### src/rtl/cu_array_cacheline_request_generator.sv
// Splits one array job {base, count} into 128-byte-aligned cacheline read commands with per-line element windows.
// Optional CU_REQ_STATS_EN adds handshake and stall counters.
module cu_array_cacheline_request_generator #(
   parameter logic [7:0] CU_ID           = 8'h01,  // VERTEX_CONTROL_ID
   parameter int         ELEMENT_SIZE    = 4,
   parameter int         CACHELINE_BYTES = 128,
   parameter int         COUNT_BITS      = 32,
   localparam int        EPL             = CACHELINE_BYTES / ELEMENT_SIZE,
   localparam int        IDXW            = $clog2(EPL),
   localparam int        NUMW            = IDXW + 1
) (
   input  logic                  clock,
   input  logic                  rstn,
   input  logic                  enabled_in,
   input  logic                  job_valid_in,
   output logic                  job_ready_out,
   input  logic [63:0]           job_base_addr_in,
   input  logic [COUNT_BITS-1:0] job_num_elements_in,
   output logic                  cmd_valid_out,
   input  logic                  cmd_ready_in,
   output logic [63:0]           cmd_address_out,
   output logic [IDXW-1:0]       cmd_first_element_out,
   output logic [NUMW-1:0]       cmd_num_elements_out,
   output logic                  cmd_last_out,
   output logic [7:0]            cmd_cu_id_out,
`ifdef CU_REQ_STATS_EN
   output logic [31:0]           stat_cmds_out,
   output logic [31:0]           stat_stall_cycles_out,
`endif
   output logic                  job_done_out
);

   localparam int          LINE_BITS  = $clog2(CACHELINE_BYTES);
   localparam int          EL_BITS    = $clog2(ELEMENT_SIZE);
   localparam logic [63:0] ALIGN_MASK = ~64'(CACHELINE_BYTES - 1);
   localparam logic [63:0] LINE_INC   = 64'(CACHELINE_BYTES);

   typedef enum logic [1:0] {S_IDLE, S_CALC, S_ISSUE, S_DONE} state_t;

   state_t                state_q;
   logic [63:0]           line_addr_q;
   logic [IDXW-1:0]       first_idx_q;
   logic [COUNT_BITS-1:0] remaining_q;
   logic                  cmd_valid_q;
   logic [63:0]           cmd_addr_q;
   logic [IDXW-1:0]       cmd_first_q;
   logic [NUMW-1:0]       cmd_num_q;
   logic                  cmd_last_q;
   logic [7:0]            cu_id_q;
   logic                  done_q;

   logic [NUMW-1:0]       avail_d;
   logic [NUMW-1:0]       first_num_d;
   logic [COUNT_BITS-1:0] rem_after_d;
   logic [NUMW-1:0]       next_num_d;

   function automatic logic [NUMW-1:0] calc_num(input logic [COUNT_BITS-1:0] rem,
                                                input logic [NUMW-1:0]       avail);
      if (rem < COUNT_BITS'(avail)) calc_num = rem[NUMW-1:0];
      else                          calc_num = avail;
   endfunction

   // Window of the first line depends on the start offset; later lines always start at element 0.
   assign avail_d     = NUMW'(EPL) - NUMW'(first_idx_q);
   assign first_num_d = calc_num(remaining_q, avail_d);
   assign rem_after_d = remaining_q - COUNT_BITS'(cmd_num_q);
   assign next_num_d  = calc_num(rem_after_d, NUMW'(EPL));

   assign job_ready_out = rstn && (state_q == S_IDLE) && enabled_in;

   always_ff @(posedge clock or negedge rstn) begin
      if (!rstn) begin
         state_q     <= S_IDLE;
         line_addr_q <= '0;
         first_idx_q <= '0;
         remaining_q <= '0;
         cmd_valid_q <= 1'b0;
         cmd_addr_q  <= '0;
         cmd_first_q <= '0;
         cmd_num_q   <= '0;
         cmd_last_q  <= 1'b0;
         cu_id_q     <= '0;
         done_q      <= 1'b0;
      end else begin
         cu_id_q <= CU_ID;
         case (state_q)
            S_IDLE: begin
               if (job_valid_in && job_ready_out) begin
                  line_addr_q <= job_base_addr_in & ALIGN_MASK;
                  first_idx_q <= job_base_addr_in[LINE_BITS-1:EL_BITS];
                  remaining_q <= job_num_elements_in;
                  state_q     <= S_CALC;
               end
            end
            S_CALC: begin
               if (remaining_q == '0) begin
                  done_q  <= 1'b1;
                  state_q <= S_DONE;
               end else begin
                  cmd_valid_q <= 1'b1;
                  cmd_addr_q  <= line_addr_q;
                  cmd_first_q <= first_idx_q;
                  cmd_num_q   <= first_num_d;
                  cmd_last_q  <= (remaining_q == COUNT_BITS'(first_num_d));
                  state_q     <= S_ISSUE;
               end
            end
            S_ISSUE: begin
               if (cmd_ready_in) begin
                  if (cmd_last_q) begin
                     cmd_valid_q <= 1'b0;
                     cmd_addr_q  <= '0;
                     cmd_first_q <= '0;
                     cmd_num_q   <= '0;
                     cmd_last_q  <= 1'b0;
                     done_q      <= 1'b1;
                     state_q     <= S_DONE;
                  end else begin
                     // Load the following line on the handshake edge so commands stream back-to-back.
                     remaining_q <= rem_after_d;
                     line_addr_q <= line_addr_q + LINE_INC;
                     first_idx_q <= '0;
                     cmd_addr_q  <= line_addr_q + LINE_INC;
                     cmd_first_q <= '0;
                     cmd_num_q   <= next_num_d;
                     cmd_last_q  <= (rem_after_d == COUNT_BITS'(next_num_d));
                  end
               end
            end
            S_DONE: begin
               done_q  <= 1'b0;
               state_q <= S_IDLE;
            end
            default: state_q <= S_IDLE;
         endcase
      end
   end

   assign cmd_valid_out         = cmd_valid_q;
   assign cmd_address_out       = cmd_addr_q;
   assign cmd_first_element_out = cmd_first_q;
   assign cmd_num_elements_out  = cmd_num_q;
   assign cmd_last_out          = cmd_last_q;
   assign cmd_cu_id_out         = cu_id_q;
   assign job_done_out          = done_q;

`ifdef CU_REQ_STATS_EN
   logic [31:0] stat_cmds_q;
   logic [31:0] stat_stall_q;

   always_ff @(posedge clock or negedge rstn) begin
      if (!rstn) begin
         stat_cmds_q  <= '0;
         stat_stall_q <= '0;
      end else if (cmd_valid_q) begin
         if (cmd_ready_in) stat_cmds_q  <= stat_cmds_q + 32'd1;
         else              stat_stall_q <= stat_stall_q + 32'd1;
      end
   end

   assign stat_cmds_out         = stat_cmds_q;
   assign stat_stall_cycles_out = stat_stall_q;
`endif

endmodule
### config.mk
export PLATFORM = sky130hd
export DESIGN_NAME = cu_array_cacheline_request_generator
export DESIGN_NICKNAME = d
export VERILOG_FILES = /design/src/rtl/cu_array_cacheline_request_generator.sv
export SDC_FILE = /design/constraint.sdc
export NUM_CORES = 1
export LEC_CHECK = 0
export CAP_MARGIN = 0
export CORE_ASPECT_RATIO = 1.25
export CORE_UTILIZATION = 48
export CTS_CLUSTER_SIZE = 30
export DETAILED_ROUTE_END_ITERATION = 12
export GPL_ROUTABILITY_DRIVEN = 0
export PLACE_DENSITY = 0.81
export SETUP_SLACK_MARGIN = 0.5
export SYNTH_ARGS = -nofsm -noshare
export SYNTH_HDL_FRONTEND = slang
export SYNTH_SLANG_ARGS = --single-unit
### constraint.sdc
create_clock -name clock -period 3 [get_ports clock]
set_clock_uncertainty 0.05 [all_clocks]
set_input_delay 0.9 -clock clock [delete_from_list [all_inputs] [get_ports clock]]
set_output_delay 0.9 -clock clock [all_outputs]
set_load 0.05 [all_outputs]
==> results of run 1 <==
[stage by stage]
| stage | power, uW | setup TNS, ps | util [%] | setup WS (ps) |
|---|---|---|---|---|
| finish | 21100 | 0 | 74.1 | 89.7 |
| global route | 22200 | -35.4 | 74.1 | -35.4 |
| CTS | 19000 | 0 | 69.2 | 213 |
| detailed placement | 15100 | 0 | 61.6 | 109 |
| global placement | 14700 | 0 | 61.6 | 153 |
| floorplan | 11600 | 0 | - | 126 |
[synthesized netlist by cell type (all sizes together) (9+ instances only)]
master  instances  area share, %
nand2         162            5.9
clkbuf         68            2.5
o22ai          49            3.0
and2           10           0.60
a22oi          19            1.4
inv            30            1.1
ha             17            2.0
xor2           10           0.84
or3            10           0.60
nand3          67            3.2
buf            40            2.2
and3           15           0.90
mux2i          14            1.3
nor3           48            2.4
nor2           91            3.6
o21ai         150            7.2
a21o           16            1.2
nor4            9           0.81
a221o          13            1.3
dfrtp         169             41
nand4          17            1.0
xnor2           9           0.76
a21oi         165            8.0
and4            9           0.76
[kinds of logic after synthesis]
family | after synthesis
adder cells (fa/ha/maj) | 18
AO/OA/AOI/OAI | 463
AND/OR/NAND/NOR | 467
XOR/XNOR | 19
buffers and inverters | 138
multiplexers | 19
flip-flops | 169
other | 2
[worst register-to-register path, cell delays in order, from the launching register on]
cell	delay (ps)
dfrtp_1	380
or4_4	570
nor3_4	250
nand4_1	170
buf_6	190
a211oi_2	190
o21a_2	240
mux2_2	360
a22oi_1	300
o21ai_2	100
[flip-flops by register name, indices dropped and copies added (netlist names), 2 cells and up]
signal	cells
cmd_address_out	58
cmd_first_element_out	5
cmd_num_elements_out	6
first_idx_q	5
line_addr_q	57
remaining_q	32
state_q	2
[layer usage]
layer | vias to the layer above | routed length (microns) | part of all wire, % | GRT usage (%)
met1 | 5658 | 13800 | 35 | 37.5
li1 | 5261 | - | - | -
met3 | 207 | 3540 | 9.0 | 6.45
met2 | 765 | 19600 | 50 | 54.1
met4 | 2 | 2510 | 6.4 | 17.8
met5 | - | 26 | 0.066 | 0
[how the worst max path moves through the flow]
stage                                   startpoint                                  end  slack (ps)  cells after the start
2_1_floorplan  cmd_num_elements_out[5]$_DFFE_PN0P_  cmd_num_elements_out[5]$_DFFE_PN0P_         130                     10
3_3_place_gp            remaining_q[0]$_DFFE_PN0P_  cmd_num_elements_out[5]$_DFFE_PN0P_         150                     12
3_5_place_dp                            enabled_in          line_addr_q[37]$_DFFE_PN0P_         110                     10
4_1_cts                 remaining_q[5]$_DFFE_PN0P_  cmd_num_elements_out[5]$_DFFE_PN0P_         210                      9
5_1_grt                remaining_q[27]$_DFFE_PN0P_  cmd_num_elements_out[3]$_DFFE_PN0P_         -40                      9
6_report               remaining_q[27]$_DFFE_PN0P_  cmd_num_elements_out[3]$_DFFE_PN0P_          90                      9
[final cells by class]
class,instances,area (sq um)
well taps,274,343
flip-flops and latches,169,4260
repair buffers,351,3720
fillers,1363,5450
clock inverters,14,140
clock buffers,18,439
multi-input cells,995,6560
inverters,30,113
[where the power goes]
| group | total (uW) | internal (uW) | switching, uW |
|---|---|---|---|
| Sequential | 4730 | 3470 | 1260 |
| Combinational | 14200 | 5900 | 8250 |
| Clock | 2230 | 1190 | 1040 |
| Total | 21100 | 10600 | 10600 |
[what timing repair did]
action	CTS	global route
hold endpoints to repair	0	0
gates cloned	13	5
setup buffers	37	43
gates resized for setup	222	165
endpoints found under the setup margin	169	126
pin swaps	35	63
==> run metrics, run 1 <==
post-DR wirelength/cell=21.3 microns; Avg Inst Size Synth=8.02 sq um; reg2reg start=remaining_q[27]$_DFFE_PN0P_; routed wire length=39.4 mm; hold path cells=2; most frequent cells in the layout=151 x a21oi_1, 143 x dfrtp_1, 135 x nand2_1; fin. max-slew vios=0; CP peak stage delay=570 ps; Core Rows=59; Top delay family on crit path=simple AND/OR/NAND/NOR gates; Max Clk Rate=344 MHz; Vias/cell=6.43; crit path capture type=flip-flop; Ant. Diodes=0; GRT Resource Usage Total=31.9%; Startpoint Class=flip-flop; CP Data Required Time=3270 ps; Die H=166 microns; Initial Util=49.4%; first-pass GRT wire length=55.9 mm; H-tree Lvls=4; initial antenna violation count=0; Yosys reg bits=169; Ports=188; post-synthesis mux area share=1.89%; Crit Path Max Fanout=6; Die ar.=22200 sq um; DP Area=13000 sq um; CTS max path bufs=2; YS warnings=0; final net count=1683; Synth Area in Adders=2.24%; placed insts=1721; CP max stage cell=or4_4; Mapped Cells=1295; Clock Sinks=169; final setup fails=0; largest net degree at the start of global routing=170; PortBufs=178; Hold/Removal Path Class=reg2reg; worst r2r dst=cmd_num_elements_out[3]$_DFFE_PN0P_; number of synthesized flops with an enable pin=0; hold endpoint=cmd_address_out[48]$_DFFE_PN0P_; Cell Count, Final, Fillers Out=1851; mapped cell area=10400 sq um; First-pass DRT Iterations=10; Final period util=97.0%; DRC=1; clock buffer count from CTS=17; minimum clock period=2910 ps; Crit Path Category=reg2reg; Hold Path Origin=cmd_address_out[48]$_DFFE_PN0P_; DP Wirelength=21.6 mm; Area Growth Syn to Fin=50.1%; Buf/Inv on CP=1; Leak=0.00658 uW; Fin. Hold Viols=0; gr ovfl total=0; Max-cap violations=0; max_slew headroom=36.2%; Hold Buf Count CTS=0; post-synthesis sequential area ratio=40.7%; largest family of logic cells by synthesized area=compound AO/OA/AOI/OAI gates; reg2reg path depth=9; vias in the first global route=10807; Simple-Gate Fraction of Synth Area=21.8%; Async SR Flop Fraction=100%; Worst-path clk slew=70 ps; Tightest Pin Transition=957 ps; Compound-Gate Fraction of Synth Area=26.0%; CTS tree=yes; ANT nets after route=0; XOR/XNOR Fraction of Synth Area=1.60%; most common cell after layout, fill and taps aside=a21oi_1; RSZ-0062 raised after global routing=yes; Worst-Skew Late Latency=450 ps; root buffer cell=clkbuf_16; drt first-iter violations=1395; PD cells=1350 nW/um^2; flop2flop setup slack=90 ps; CP arrival=3180 ps; DIE WIDTH=134 microns; VDD IR-drop max=974 uV; failing checks=design-rule violations; Distinct cells, synth=67; fin area=15600 sq um; status=finished with violations; core outline area=21000 sq um; crit-path cells=or4_4, nor3_4, nand4_1, buf_6, a211oi_2, o21a_2, mux2_2, a22oi_1, o21ai_2; via count=11893; Synth Flop Type=dfrtp_1; layout cells sized above 1=26.6%; hold slack=426 ps
No activity file was read; power rests on OpenSTA's default activity.
==> run 2, diff against run 1 <==
--- a/config.mk
+++ b/config.mk
@@ -7,11 +7,11 @@
 export LEC_CHECK = 0
 export CAP_MARGIN = 0
 export CORE_ASPECT_RATIO = 1.25
-export CORE_UTILIZATION = 48
+export CORE_UTILIZATION = 29
 export CTS_CLUSTER_SIZE = 30
 export DETAILED_ROUTE_END_ITERATION = 12
 export GPL_ROUTABILITY_DRIVEN = 0
-export PLACE_DENSITY = 0.81
+export PLACE_DENSITY = 0.55
 export SETUP_SLACK_MARGIN = 0.5
 export SYNTH_ARGS = -nofsm -noshare
 export SYNTH_HDL_FRONTEND = slang
==> run 2 against run 1 <==
Effect of this change:
- the flow now finishes without violations
- sequential power decreased by 3%
- setup slack better by 65 ps
- first-iteration DRC count decreased by 40%
- largest cell class unchanged
- total power shrank 6.2%
- die area grew 65%
- global-route usage decreased by 11 points
- final cell count up 11%
- core utilization fell by 30 points
- maximum frequency up 2.3%
- hold slack worse by 3.7 ps
==> run metrics, run 2 (synthesis results as in run 1) <==
Cell Count, Final, Fillers Out=2062 (+11%); Startpoint Class=flip-flop; routed wire length=38.8 mm (-1.7%); vias in the first global route=10513 (-2.7%); layout cells sized above 1=24.0% (-2.6 points); most frequent cells in the layout=155 x nand2_1, 154 x a21oi_1, 150 x dfrtp_1; RSZ-0062 raised after global routing=yes; Hold Path Origin=cmd_address_out[61]$_DFFE_PN0P_; CP Data Required Time=3280 ps (about the same); Total Neg Setup Slack=0 ps (unchanged); final setup margin=155 ps (+65.2 ps); Setup crit start=remaining_q[25]$_DFFE_PN0P_; minimum clock period=2850 ps (-65.2 ps); GRT Resource Usage Total=20.8% (-11 points); Crit Path Category=reg2reg; most common cell after layout, fill and taps aside=nand2_1; Worst-Skew Late Latency=450 ps (about the same); core outline area=35400 sq um (+68%); initial antenna violation count=2 (+2); root buffer cell=clkbuf_16; Vias/cell=5.33 (-17%); CP peak stage delay=560 ps (about the same); Final period util=94.8% (-2.2 points); Hold/Removal Path Class=reg2reg; drt first-iter violations=834 (-40%); status=complete, no violations; Initial Util=29.4% (-20 points); most frequent CP cell=buf_6; reg2reg start=remaining_q[25]$_DFFE_PN0P_; CTS max path bufs=2 (unchanged); Multi-input gate area=6390 sq um (-2.7%); final net count=1695 (+0.71%); fillers=3457 (+150%); Worst-path clk slew=80 ps (about the same); Fin. Hold Viols=0 (unchanged); PD cells=1270 nW/um^2 (-6.2%); DRC=0 (-1); H-tree Lvls=4 (unchanged); Core Rows=77 (+31%); PortBufs=178 (unchanged); via count=10996 (-7.5%); First-pass DRT Iterations=5 (-5); post-layout util=44.1% (-30 points); ANT nets after route=0 (unchanged); Leak=0.00649 uW (-1.4%); placed insts=1928 (+12%); crit-path cells=or4_4, nor3_4, nand4_1, buf_4, buf_6, o21ai_4, nand2b_4, buf_6, buf_16, nand2_1, a221o_1; Ant. Diodes=0 (unchanged); Power, Total=19800 uW (-6.2%); Hold Buf Count CTS=0 (unchanged); Max Clk Rate=351 MHz (+2.3%); max_slew headroom=49.6% (+13 points); fin. max-slew vios=0 (unchanged); Crit Path Max Fanout=5 (-1); Register Area=4250 sq um (-0.21%); Buf/Inv on CP=4 (+3); final setup fails=0 (unchanged); gr ovfl total=0 (unchanged); Die ar.=36600 sq um (+65%); Die H=214 microns (+28%); CP arrival=3120 ps (-60 ps); Max-cap violations=0 (unchanged); Tightest Pin Transition=756 ps (-200 ps); Clock Sinks=169 (unchanged); clock buffer count from CTS=17 (unchanged); DP Wirelength=23.8 mm (+10%); first-pass GRT wire length=58.5 mm (+4.5%); crit path capture type=flip-flop; largest net degree at the start of global routing=116 (-32%); max reg flops=58 (unchanged); post-DR wirelength/cell=18.8 microns (-12%); CP max stage cell=or4_4; Top delay family on crit path=simple AND/OR/NAND/NOR gates; Area Growth Syn to Fin=50.1% (unchanged); DIE WIDTH=171 microns (+28%); Ports=188 (unchanged); pre-CTS setup slack=45.6 ps (-63.1 ps); CTS tree=yes; VDD IR-drop max=651 uV (-33%)
-- run 2: changes by cell type in the layout (fill, tap and decap cells not counted), moves of 9 or more --
cell     change
buf_4       +32
buf_6       -13
nand2_1     +20
nand2_2      -9
nand2_4     -11
o21ai_0     +18
o21ai_2     -19
-- run 2: worst min-delay path, stage by stage, from the launching register on --
cell and delay, ps:
dfrtp_1 330, nand2_1 50, o21ai_0 60
-- run 2: routing by layer --
metal	vias to the layer above	share of wire (%)	GRT usage, %
met1	5367	42	25.5
met2	317	52	36.9
met5	-	0.059	0
met4	4	1.7	6.16
met3	46	4.8	3.64
li1	5262	-	-
-- run 2: repair_timing --
action	CTS	global route
gates cloned	9	5
setup buffers	53	36
pin swaps	33	46
resized for setup	186	100
endpoints found under the setup margin	239	123
-- run 2: layout make-up --
type,instances,area share (%)
Tap cell,474,3.81
Clock inverter,9,0.891
Inverter,30,0.723
Sequential cell,169,27.3
Timing Repair Buffer,362,23.3
Multi-Input combinational cell,996,41.0
Clock buffer,22,3.04
-- run 2: metrics by stage --
stage,cell area (sq um),hold WS [ps]
after CTS,14900,430
after detailed placement,13300,419
after floorplan,10600,415
after global placement,13300,411
final,15600,423
after global routing,15600,455
-- run 2: final timing paths --
kind                                                   endpoint  slack, ps  cells after the start
worst max-delay path            cmd_address_out[31]$_DFFE_PN0P_        150                     11
worst min-delay path            cmd_address_out[61]$_DFFE_PN0P_        420                      2
worst max register to register  cmd_address_out[31]$_DFFE_PN0P_        150                     11
worst min register to register  cmd_address_out[61]$_DFFE_PN0P_        420                      2
max in group asynchronous           line_addr_q[36]$_DFFE_PN0P_       1120                      3
min in group asynchronous            remaining_q[8]$_DFFE_PN0P_        500                      2
-- run 2: report_power, final --
part	leakage [uW]	switching, uW	total (uW)	internal, uW
Combinational	0.00423	7590	12800	5210
Clock	0.000289	1010	2390	1380
Sequential	0.00198	1140	4600	3460
==> run 3, diff against run 2 <==
--- a/config.mk
+++ b/config.mk
@@ -11,7 +11,7 @@
 export CTS_CLUSTER_SIZE = 30
 export DETAILED_ROUTE_END_ITERATION = 12
 export GPL_ROUTABILITY_DRIVEN = 0
-export PLACE_DENSITY = 0.55
+export PLACE_DENSITY = 0.53
 export SETUP_SLACK_MARGIN = 0.5
 export SYNTH_ARGS = -nofsm -noshare
 export SYNTH_HDL_FRONTEND = slang
==> constraint.sdc (replaced) <==
create_clock -name clock -period 2.86 [get_ports clock]
set_clock_uncertainty 0.05 [all_clocks]
set_input_delay 0.858 -clock clock [delete_from_list [all_inputs] [get_ports clock]]
set_output_delay 0.858 -clock clock [all_outputs]
set_load 0.05 [all_outputs]
==> run 3 against run 2 <==
Effect of this change:
- final cell count grew 2.6%
- hold slack lost 2.8 ps
- highest routed layer unchanged
- global-route usage grew 0.18 points
- critical endpoint is now cmd_num_elements_out[5]$_DFFE_PN0P_
- combinational power grew 21%
==> run metrics, run 3 (synthesis results as in run 1) <==
drt first-iter violations=668 (-20%); reg2reg start=remaining_q[5]$_DFFE_PN0P_; crit path capture type=flip-flop; Worst-Skew Late Latency=440 ps (about the same); gr ovfl total=0 (unchanged); Initial Util=29.4% (unchanged); layout cells sized above 1=33.6% (+9.6 points); Clock Sinks=169 (unchanged); crit path capture=cmd_num_elements_out[5]$_DFFE_PN0P_; fin. max-slew vios=0 (unchanged); Fin. Hold Viols=0 (unchanged); Worst-path clk slew=70 ps (about the same); CP arrival=3030 ps (-90 ps); clock buffer count from CTS=17 (unchanged); final net count=1748 (+3.1%); Crit Path Category=reg2reg; Crit Path Max Fanout=5 (unchanged); Register Area=4260 sq um (+0.12%); CP peak stage delay=470 ps (-90 ps); post-DR wirelength/cell=18.5 microns (-1.5%); Area Growth Syn to Fin=61.9%; Vias/cell=5.23 (-1.9%); Final period util=96.7% (+1.9 points); max reg flops=58 (unchanged); via count=11063 (+0.61%); crit-path cells=ha_4, or3_4, a211o_1, or4_4, xnor2_4, nor4_4, and4_1, a21oi_1, a221o_1; H-tree Lvls=4 (unchanged); Ant. Diodes=0 (unchanged); minimum clock period=2770 ps (-79.6 ps); Top delay family on crit path=simple AND/OR/NAND/NOR gates; vias in the first global route=10509 (-0.038%); CP Data Required Time=3120 ps (-160 ps); Tightest Pin Transition=812 ps (+56.1 ps); routed wire length=39.2 mm (+1.1%); Setup crit start=remaining_q[5]$_DFFE_PN0P_; Ports=188 (unchanged); max_slew headroom=45.8% (-3.7 points); CTS tree=yes; First-pass DRT Iterations=5 (unchanged); GRT Resource Usage Total=21.0% (+0.18 points); ANT nets after route=0 (unchanged); Startpoint Class=flip-flop; initial antenna violation count=4 (+2); VDD IR-drop max=894 uV (+37%); Max-cap violations=0 (unchanged); worst r2r dst=cmd_num_elements_out[5]$_DFFE_PN0P_; Buf/Inv on CP=0 (-4); root buffer cell=clkbuf_16; reg2reg path depth=9 (-2); fillers=3382 (-2.2%); RSZ-0062 raised after global routing=yes; largest net degree at the start of global routing=136 (+17%); final setup margin=94.5 ps (-60.4 ps); PortBufs=178 (unchanged); pre-CTS setup slack=-51.6 ps (-97.2 ps); Crit path depth=9 (-2); CP max stage cell=or4_4; Power, Total=22800 uW (+15%); status=complete, no violations; flop2flop setup slack=90 ps (-60 ps); Core Rows=77 (unchanged); CTS max path bufs=2 (unchanged); Hold/Removal Path Class=reg2reg; PD cells=1360 nW/um^2 (+7.0%); first-pass GRT wire length=58.7 mm (+0.34%); DP Wirelength=24.6 mm (+3.4%); Die ar.=36600 sq um (unchanged); fin area=16800 sq um (+7.9%); Total Neg Setup Slack=0 ps (unchanged); DRC=0 (unchanged); DP Area=13600 sq um (+2.3%); Leak=0.00706 uW (+8.7%); Die H=214 microns (unchanged); Multi-input gate area=6950 sq um (+8.8%); core outline area=35400 sq um (unchanged); most frequent cells in the layout=146 x buf_4, 146 x dfrtp_1, 142 x a21oi_1; DIE WIDTH=171 microns (unchanged); final setup fails=0 (unchanged); Hold Buf Count CTS=0 (unchanged); Max Clk Rate=362 MHz (+2.9%)
run 3: power by group:
group / switching, uW / internal [uW] / total [uW]
logic: 8740 / 6800 / 15500
clock network: 1000 / 1440 / 2450
registers: 1220 / 3640 / 4870
total: 11000 / 11900 / 22800
run 3: layout make-up:
| cell class | count | share of cell area, % |
|---|---|---|
| Multi-Input combinational cell | 995 | 41.3 |
| Clock buffer | 24 | 2.87 |
| Tap cell | 474 | 3.53 |
| Sequential cell | 169 | 25.3 |
| Inverter | 30 | 0.670 |
| Timing Repair Buffer | 416 | 25.6 |
| Clock inverter | 7 | 0.692 |
run 3: repair_timing:
| action | CTS | global route |
|---|---|---|
| pin swaps | 65 | 88 |
| setup endpoints to repair | 219 | 154 |
| cloned | 14 | 5 |
| buffers inserted | 56 | 52 |
| resized for setup | 272 | 240 |
| endpoints found under the hold margin | 0 | 0 |
run 3: how the worst min path moves through the flow:
stage,from,end,depth (start not counted)
6_report,cmd_address_out[45]$_DFFE_PN0P_,cmd_address_out[45]$_DFFE_PN0P_,2
5_1_grt,cmd_address_out[45]$_DFFE_PN0P_,cmd_address_out[45]$_DFFE_PN0P_,2
4_1_cts,cmd_address_out[17]$_DFFE_PN0P_,cmd_address_out[17]$_DFFE_PN0P_,2
3_5_place_dp,cmd_address_out[45]$_DFFE_PN0P_,cmd_address_out[45]$_DFFE_PN0P_,2
3_3_place_gp,cmd_address_out[30]$_DFFE_PN0P_,cmd_address_out[30]$_DFFE_PN0P_,2
2_1_floorplan,first_idx_q[1]$_DFFE_PN0P_,first_idx_q[1]$_DFFE_PN0P_,2
run 3: tightest hold or removal path: stages (launching register included):
cell,delay [ps]
dfrtp_1,340
nand2_1,60
o21ai_2,50
run 3: per-layer routing:
| metal | track usage (%) | up-vias | part of all wire (%) |
|---|---|---|---|
| li1 | - | 5376 | - |
| met1 | 25.2 | 5336 | 41 |
| met2 | 37.2 | 289 | 51 |
| met3 | 3.78 | 56 | 4.7 |
| met4 | 7.57 | 6 | 2.8 |
| met5 | 0 | - | 0.10 |
run 3: stage by stage:
| stage | hold WS [ps] | std cells | util, % |
|---|---|---|---|
| 2_1_floorplan | 415 | 1301 | - |
| 3_3_place_gp | 410 | 1957 | 38.4 |
| 3_5_place_dp | 419 | 1957 | 38.4 |
| 4_1_cts | 425 | 2058 | 43.8 |
| 5_1_grt | 458 | 2115 | 47.6 |
| 6_report | 420 | 2115 | 47.6 |
